==> src/rtl/i2c_line_filter_if.sv <==
// Pad-side and filtered-side signals of the I2C line filter.
// The filter takes the slave modport; whoever drives the raw pads takes the master modport.
interface i2c_line_filter_if;
    logic scl_in;
    logic sda_in;
    logic scl;
    logic sda;
    logic scl_rise;
    logic scl_fall;
    logic start_det;
    logic stop_det;
    logic bus_busy;
    logic fsm_state;   // debug view of the bus FSM: 0 = IDLE, 1 = BUSY

    modport master (
        output scl_in, sda_in,
        input  scl, sda, scl_rise, scl_fall, start_det, stop_det, bus_busy, fsm_state
    );

    modport slave (
        input  scl_in, sda_in,
        output scl, sda, scl_rise, scl_fall, start_det, stop_det, bus_busy, fsm_state
    );
endinterface

==> src/rtl/i2c_line_filter.sv <==
// Synchronizes and glitch-filters raw SCL/SDA, then derives SCL edge, START/STOP
// pulses and a bus-busy flag from the filtered lines.
module i2c_line_filter #(
    parameter int FILT_LEN = 4
) (
    input  logic              clk,
    input  logic              rst_n,
    i2c_line_filter_if.slave  bus
);
    localparam int            CW       = $clog2(FILT_LEN + 1);
    localparam logic [CW-1:0] CNT_LAST = CW'(FILT_LEN - 1);

    typedef enum logic {IDLE = 1'b0, BUSY = 1'b1} state_t;

    // Index 0 is SCL, index 1 is SDA.
    logic [1:0]    w_raw;
    logic [1:0]    r_sync1;
    logic [1:0]    r_sync2;
    logic [1:0]    r_filt;
    logic [CW-1:0] r_cnt [2];
    logic [1:0]    w_filt_next;

    logic   w_scl_rise;
    logic   w_scl_fall;
    logic   w_start;
    logic   w_stop;
    state_t r_state;
    logic   r_busy;
    logic   r_scl_rise;
    logic   r_scl_fall;
    logic   r_start;
    logic   r_stop;

    assign w_raw = {bus.sda_in, bus.scl_in};

    // The filtered value flips on the cycle the counter would reach FILT_LEN.
    always_comb begin
        w_filt_next = r_filt;
        for (int i = 0; i < 2; i++) begin
            if (r_sync2[i] != r_filt[i] && r_cnt[i] == CNT_LAST) begin
                w_filt_next[i] = r_sync2[i];
            end
        end
    end

    always_ff @(posedge clk or negedge rst_n) begin
        if (!rst_n) begin
            r_sync1 <= 2'b11;
            r_sync2 <= 2'b11;
            r_filt  <= 2'b11;
            r_cnt[0] <= '0;
            r_cnt[1] <= '0;
        end else begin
            r_sync1 <= w_raw;
            r_sync2 <= r_sync1;
            r_filt  <= w_filt_next;
            for (int i = 0; i < 2; i++) begin
                if (r_sync2[i] == r_filt[i] || r_cnt[i] == CNT_LAST) begin
                    r_cnt[i] <= '0;
                end else begin
                    r_cnt[i] <= r_cnt[i] + CW'(1);
                end
            end
        end
    end

    // Events are judged on the transition the filtered lines are about to make,
    // so the registered pulses line up with the first cycle of the new value.
    assign w_scl_rise = ~r_filt[0] &  w_filt_next[0];
    assign w_scl_fall =  r_filt[0] & ~w_filt_next[0];
    assign w_start    =  r_filt[0] &  w_filt_next[0] &  r_filt[1] & ~w_filt_next[1];
    assign w_stop     =  r_filt[0] &  w_filt_next[0] & ~r_filt[1] &  w_filt_next[1];

    always_ff @(posedge clk or negedge rst_n) begin
        if (!rst_n) begin
            r_state    <= IDLE;
            r_busy     <= 1'b0;
            r_scl_rise <= 1'b0;
            r_scl_fall <= 1'b0;
            r_start    <= 1'b0;
            r_stop     <= 1'b0;
        end else begin
            r_scl_rise <= w_scl_rise;
            r_scl_fall <= w_scl_fall;
            r_start    <= w_start;
            r_stop     <= w_stop;
            case (r_state)
                IDLE: begin
                    if (w_start) begin
                        r_state <= BUSY;
                        r_busy  <= 1'b1;
                    end
                end
                BUSY: begin
                    if (w_stop) begin
                        r_state <= IDLE;
                        r_busy  <= 1'b0;
                    end
                end
                default: begin
                    r_state <= IDLE;
                    r_busy  <= 1'b0;
                end
            endcase
        end
    end

    assign bus.scl       = r_filt[0];
    assign bus.sda       = r_filt[1];
    assign bus.scl_rise  = r_scl_rise;
    assign bus.scl_fall  = r_scl_fall;
    assign bus.start_det = r_start;
    assign bus.stop_det  = r_stop;
    assign bus.bus_busy  = r_busy;
    assign bus.fsm_state = r_state;
endmodule

==> src/flat_wrapper.sv <==
// flat-port wrapper written by rule: the top's interface ports become plain ports
module i2c_line_filter_flat 
#(
    parameter int FILT_LEN = 4
)
  (clk, rst_n, bus_scl_in, bus_sda_in, bus_scl, bus_sda, bus_scl_rise, bus_scl_fall, bus_start_det, bus_stop_det, bus_bus_busy, bus_fsm_state);
  i2c_line_filter_if bus_i ();
  input  logic clk;
  input  logic rst_n;
  input wire logic [$bits(bus_i.scl_in)-1:0] bus_scl_in;
  input wire logic [$bits(bus_i.sda_in)-1:0] bus_sda_in;
  output wire logic [$bits(bus_i.scl)-1:0] bus_scl;
  output wire logic [$bits(bus_i.sda)-1:0] bus_sda;
  output wire logic [$bits(bus_i.scl_rise)-1:0] bus_scl_rise;
  output wire logic [$bits(bus_i.scl_fall)-1:0] bus_scl_fall;
  output wire logic [$bits(bus_i.start_det)-1:0] bus_start_det;
  output wire logic [$bits(bus_i.stop_det)-1:0] bus_stop_det;
  output wire logic [$bits(bus_i.bus_busy)-1:0] bus_bus_busy;
  output wire logic [$bits(bus_i.fsm_state)-1:0] bus_fsm_state;
  assign bus_i.scl_in = bus_scl_in;
  assign bus_i.sda_in = bus_sda_in;
  assign bus_scl = bus_i.scl;
  assign bus_sda = bus_i.sda;
  assign bus_scl_rise = bus_i.scl_rise;
  assign bus_scl_fall = bus_i.scl_fall;
  assign bus_start_det = bus_i.start_det;
  assign bus_stop_det = bus_i.stop_det;
  assign bus_bus_busy = bus_i.bus_busy;
  assign bus_fsm_state = bus_i.fsm_state;
  i2c_line_filter #(.FILT_LEN(FILT_LEN)) u_core (.clk(clk), .rst_n(rst_n), .bus(bus_i));
endmodule
==> config.mk <==
export PLATFORM = sky130hd
export DESIGN_NAME = i2c_line_filter_flat
export DESIGN_NICKNAME = d
export VERILOG_FILES = /design/src/rtl/i2c_line_filter_if.sv /design/src/rtl/i2c_line_filter.sv /design/src/flat_wrapper.sv
export SDC_FILE = /design/constraint.sdc
export NUM_CORES = 1
export LEC_CHECK = 0
export ABC_AREA = 1
export ABC_CLOCK_PERIOD_IN_PS = 1760
export CORE_UTILIZATION = 48
export CTS_BUF_LIST = sky130_fd_sc_hd__clkbuf_16
export DETAILED_ROUTE_END_ITERATION = 12
export PLACE_DENSITY = 0.8
export SYNTH_ARGS = -nofsm -noshare
export SYNTH_HDL_FRONTEND = slang
export SYNTH_SLANG_ARGS = --single-unit
==> constraint.sdc <==
create_clock -name clk -period 1.76 [get_ports clk]
set_input_delay 0.176 -clock clk [delete_from_list [all_inputs] [get_ports clk]]
set_output_delay 0.176 -clock clk [all_outputs]
set_load 0.005 [all_outputs]
Yosys cells after proc, flatten, opt, wreduce, memory -nomap -nowiden. Index checks and enable logic that the tools add are counted.

Bits of input ports: 4. Flip-flop bits (word level): 18.

Equal/unequal tests: 8. Muxes and demuxes: 10. Reduce and logical (&&, ||, !) cells: 5. Bitwise operators: 12. $add $sub $neg: 2.

Operators with widths (number): bitwise AND 1 bit (7); adder 3 x 1 -> 3 bit (second input constant) (2); == test 3 x 2 -> 1 bit (second input constant) (2); 2-to-1 mux 1 bit (6); 2-to-1 mux 3 bit (2); NOT 1 bit (5); != test 2 x 1 -> 1 bit (second input constant) (2); one-hot mux 1 bit (2 select lines) (2); == test 1 bit (2); logical AND 1 bit (2); logical OR 1 bit (2); != test 1 bit (2); AND reduction 2 bit (1).

Longest topological paths before layout.
Depth in word-level cells: 8. Mapped depth: 9. Depth with buffers taken out: 9.

Worst setup path before layout. No wires, ideal clock.

Kind: reg2reg. Start point: reg u_core.r_cnt[3] (netlist bit). End point: reg u_core.r_state (netlist: u_core.bus.fsm_state). Path slack: 0.519 ns. Library setup time: 0.121 ns. Cell stages (with the launch flop): 9. Required time: 1.639 ns. Arrival: 1.120 ns. Path through: dfrtp_1 ha_1 ha_1 inv_1 nand2_1 nand2_2 nand2_1 inv_1 o21ai_1.

Cells in the longest elaborated chain, start to end: 8.

RTL lines: start, declared (RTL line i2c_line_filter.sv:20) `logic [CW-1:0] r_cnt [2];`; start signal, assigned by index (RTL line i2c_line_filter.sv:61) `r_cnt[i] <= r_cnt[i] + CW'(1);`; == test 3 x 2 -> 1 bit (RTL line i2c_line_filter.sv:40) `if (r_sync2[i] != r_filt[i] && r_cnt[i] == CNT_LAST) begin`; logical AND 1 bit (RTL line i2c_line_filter.sv:40); 2-to-1 mux 1 bit (RTL line i2c_line_filter.sv:40); bitwise AND 1 bit (3 in series) (RTL line i2c_line_filter.sv:72) `assign w_stop = r_filt[0] & w_filt_next[0] & ~r_filt[1] & w_filt_next[1];`; via u_core.w_stop (RTL line i2c_line_filter.sv:26) `logic w_stop;`; 2-to-1 mux 1 bit (RTL line i2c_line_filter.sv:95) `if (w_stop) begin`; one-hot mux 1 bit (2 select lines) (RTL line i2c_line_filter.sv:87) `case (r_state)`; end signal, assigned (RTL line i2c_line_filter.sv:76) `r_state <= IDLE;`; end signal, assigned (RTL line i2c_line_filter.sv:90) `r_state <= BUSY;`; end signal, assigned (RTL line i2c_line_filter.sv:96) `r_state <= IDLE;`; end, declared (RTL line i2c_line_filter.sv:27) `state_t r_state;`.

The timed path passes the listed nets, and every way through them passes these cells. A chain may end at the register's enable or synchronous reset.

Worst setup path in the final report.
Start point: reg u_core.r_filt[0]. End point: out bus_scl.

RTL lines: start, declared (RTL line i2c_line_filter.sv:19) `logic [1:0] r_filt;`; start signal, assigned (RTL line i2c_line_filter.sv:56) `r_filt <= w_filt_next;`; end, declared (RTL line flat_wrapper.sv:12) `output wire logic [$bits(bus_i.scl)-1:0] bus_scl;`.

No word-level cell between the ends.

==> metrics.md <==
| Metric | Value |
|---|---|
| Status | finished, final reports clean |
| Clk slew on worst S/H paths | approximately 0.050 ns |
| Fin. max-slew vios | 0 |
| DR DRC count | 0 |
| Setup Total Neg Slack | 0 ns |
| Critical path arrival | about 1.4 ns |
| Clk_skew | about 0.0016 ns |
| Top layer in use | met4 |
| Peak supply drop | just under 800 uV |
| Final nets | 89 |
| Clk sinks | 18 |
| Die W | 39.9 um |
| Initial antenna violation count | 0 |
| Met2 WL | a little under 500 um |
| IO Count | 12 |
| Tot GR Track Use | approximately 16% |
| FP Rows | 13 |
| Drt pass-1 iters | 2 |
| Period minus WS final | roughly 1.5 ns |
| M1 WL | approximately 450 um |
| Psw | slightly below 0.4 mW |
| Post-DP HPWL | about 620 um |
| Cell Area, Synth | about 690 um^2 |
| Total Wirelength | just under 1000 um |
| Combinational share of power | between 20% and 30% |
| CP startpoint kind | register |
| CTS buffer count | 3 |
| Mean area per synthesized cell | 10.8 um^2 |
| Slew @ Worst Pin | between 0.3 and 0.4 ns |
| Buf/Inv on CP | 1 |
| H-tree Lvls | 1 |
| Resized Gates After CTS | 0 |
| Clock power frac | 31.2% |
| Synth area leader | dfrtp_1 |
| Placed cell areas | approximately 830 um^2 |
| Fill cells | a little under 100 |
| Core Area | roughly 1300 um^2 |
| Max Clock Freq | around 650 MHz |
| Via density | ~4.6 |
| Largest cells by area after synthesis | dfrtp_1, dfstp_2, inv_1 |
| Cts hold-fix bufs | 0 |
| Routed vias | roughly 430 |
| Sw Share | between 20 and 30% |
| Crit Path Class | register to output port |
| Power density cells | roughly 1600 nW/um^2 |
| Clk Latency, worst-skew pair | about 0.24 ns |
| Sequential area share after synthesis | between 60% and 70% |
| Critical path capture point type | output port |
| Final Hold Vio Count | 0 |
| Initial Utilization | between 50 and 60% |
| Distinct cells, synth | 14 |
| Largest net degree at the start of global routing | 19 |
| First-pass GRT wire length | around 1600 um |
| Post-route cell area | 906 um^2 |
| Seq pwr share | 43.5% |
| Max Cap Viol | 0 |
| Initial DRC Count | 4 |
| Met3 wire length | around 38 um |
| Routed Antenna Nets | 0 |
| Synth top area share | approximately 43% |
| # setup viols final | 0 |
| Critical path peak fanout | 7 |
| Wire per inst | 10.4 um |
| Total gr overflow | 0 |
| Slew HR | about 77% |
| Yosys warns | 0 |
| CP Cell Sequence | clkdlybuf4s50_1 |
| Antenna Cells | 0 |
| Number of synthesized register bits | 18 |
| Unrepaired setup endpoints after global routing | false |
| Worst Hold Class | primary input to asynchronous set/reset pin |
| Syn nets | 72 |
| Clock Path Buffers | 2 |
| Critical path required time | approximately 1.6 ns |
| Post CTS Setup Buffer Count | 0 |
| Slowest-stage cell, CP | dfstp_2 |
| Area delta synth->final | 31.2% |
| Static leakage | roughly 0.46 nW |
| IO Port Bufs | 11 |
| Synth Instances | 64 |
| TritonCTS clock tree | done |
| Period Utilization, post-route | 86.9% |
| Die height | 39.9 um |
| Internal power | between 1 and 1.5 mW |
| Layout cell share with drive strength beyond 1 | 15.0% |
| Top delay family on crit path | flip-flops |
| Vias in the first global route | between 400 and 500 |
| CP peak stage delay | just under 0.6 ns |
| Die area | 1590 um^2 |
| Routability cong. | slightly below 0.7 |
| Root Driver | clkbuf_16 |
## area by class of cell
type	count	area, um^2	share of cell area [%]
inverters	14	52.6	5.80
well taps	15	18.8	2.07
multi-input cells	32	180	19.9
repair buffers	12	118	13.0
clock buffers	3	75.1	8.29
clock inverters	1	3.75	0.414
flip-flops and latches	18	458	50.6
## placed cells by master, fill, tap and decap left out
master	synthesis	final
nand3_2	1	1
nand2_1	7	7
o21ai_0	3	3
clkbuf_16	0	3
nand3_1	3	3
dfrtp_1	12	12
a21oi_1	2	2
ha_1	4	4
dfstp_2	6	6
nor3_1	1	1
buf_4	0	1
o21a_1	1	1
clkdlybuf4s50_1	0	11
inv_1	14	14
clkinv_1	0	1
nor2_1	8	8
nand2_2	1	1
o21ai_1	1	1
## cell families (layout without fill, tap and decap cells)
logic type                 after synthesis  after routing  synth area share (%)
AOI/OAI and AO/OA                        7              7                  5.43
and+or+nand+nor                         21             21                  13.4
DFF                                     18             18                  66.3
adders and majority gates                4              4                  7.25
buffers and inverters                   14             30                  7.61
## registers in the layout, indices dropped and copies added, names as in the netlist
name                  cells
u_core.bus.bus_busy       1
u_core.bus.fsm_state      1
u_core.bus.scl_fall       1
u_core.bus.scl_rise       1
u_core.bus.start_det      1
u_core.bus.stop_det       1
u_core.r_cnt              6
u_core.r_filt             2
u_core.r_sync1            2
u_core.r_sync2            2
## worst paths after layout
kind | slack (ns) | from | to | cells after the start
setup / recovery | 0.23 | u_core.r_filt[0] | bus_scl | 1
hold / removal | 0.26 | rst_n | u_core.bus.fsm_state | 2
setup reg to reg | 0.44 | u_core.r_cnt[3] | u_core.bus.bus_busy | 9
hold reg to reg | 0.35 | u_core.r_sync1[0] | u_core.r_sync2[0] | 0
max in group asynchronous | 1.24 | rst_n | u_core.r_sync1[0] | 2
min in group clk | 0.33 | bus_sda_in | u_core.r_sync1[1] | 1
## Yosys cell counts (all sizes together)
library cell,count
inv,14
dfstp,6
ha,4
dfrtp,12
o21a,1
a21oi,2
nand2,8
nor3,1
nand3,4
o21ai,4
nor2,8
## power by group through the flow
| stage | combinational, mW | sequential, mW | clock, mW |
|---|---|---|---|
| floorplan | 0.207 | 0.614 | 0 |
| global placement | 0.346 | 0.616 | 0 |
| detailed placement | 0.357 | 0.620 | 0 |
| CTS | 0.366 | 0.618 | 0.453 |
| global route | 0.419 | 0.632 | 0.472 |
| finish | 0.358 | 0.618 | 0.443 |
## per-stage QoR
| step | setup WS (ns) | total power, mW | std cells | hold slack, ns | util [%] |
|---|---|---|---|---|---|
| after detailed placement | 0.450 | 0.977 | 91 | 0.347 | 62.8 |
| final | 0.231 | 1.42 | 95 | 0.261 | 68.8 |
| after global placement | 0.476 | 0.962 | 91 | 0.346 | 62.8 |
| after global routing | 0.193 | 1.52 | 95 | 0.285 | 68.8 |
| after floorplan | 0.519 | 0.821 | 64 | -0.120 | - |
| after CTS | 0.223 | 1.44 | 95 | 0.268 | 68.8 |
## metal layers
layer | vias to the layer above | track usage [%]
li1 | 229 | -
met1 | 194 | 19.3
met2 | 9 | 25.0
met3 | 2 | 5.00
met4 | 0 | 12.9
met5 | - | 0
(Power assumes the default switching activity.)
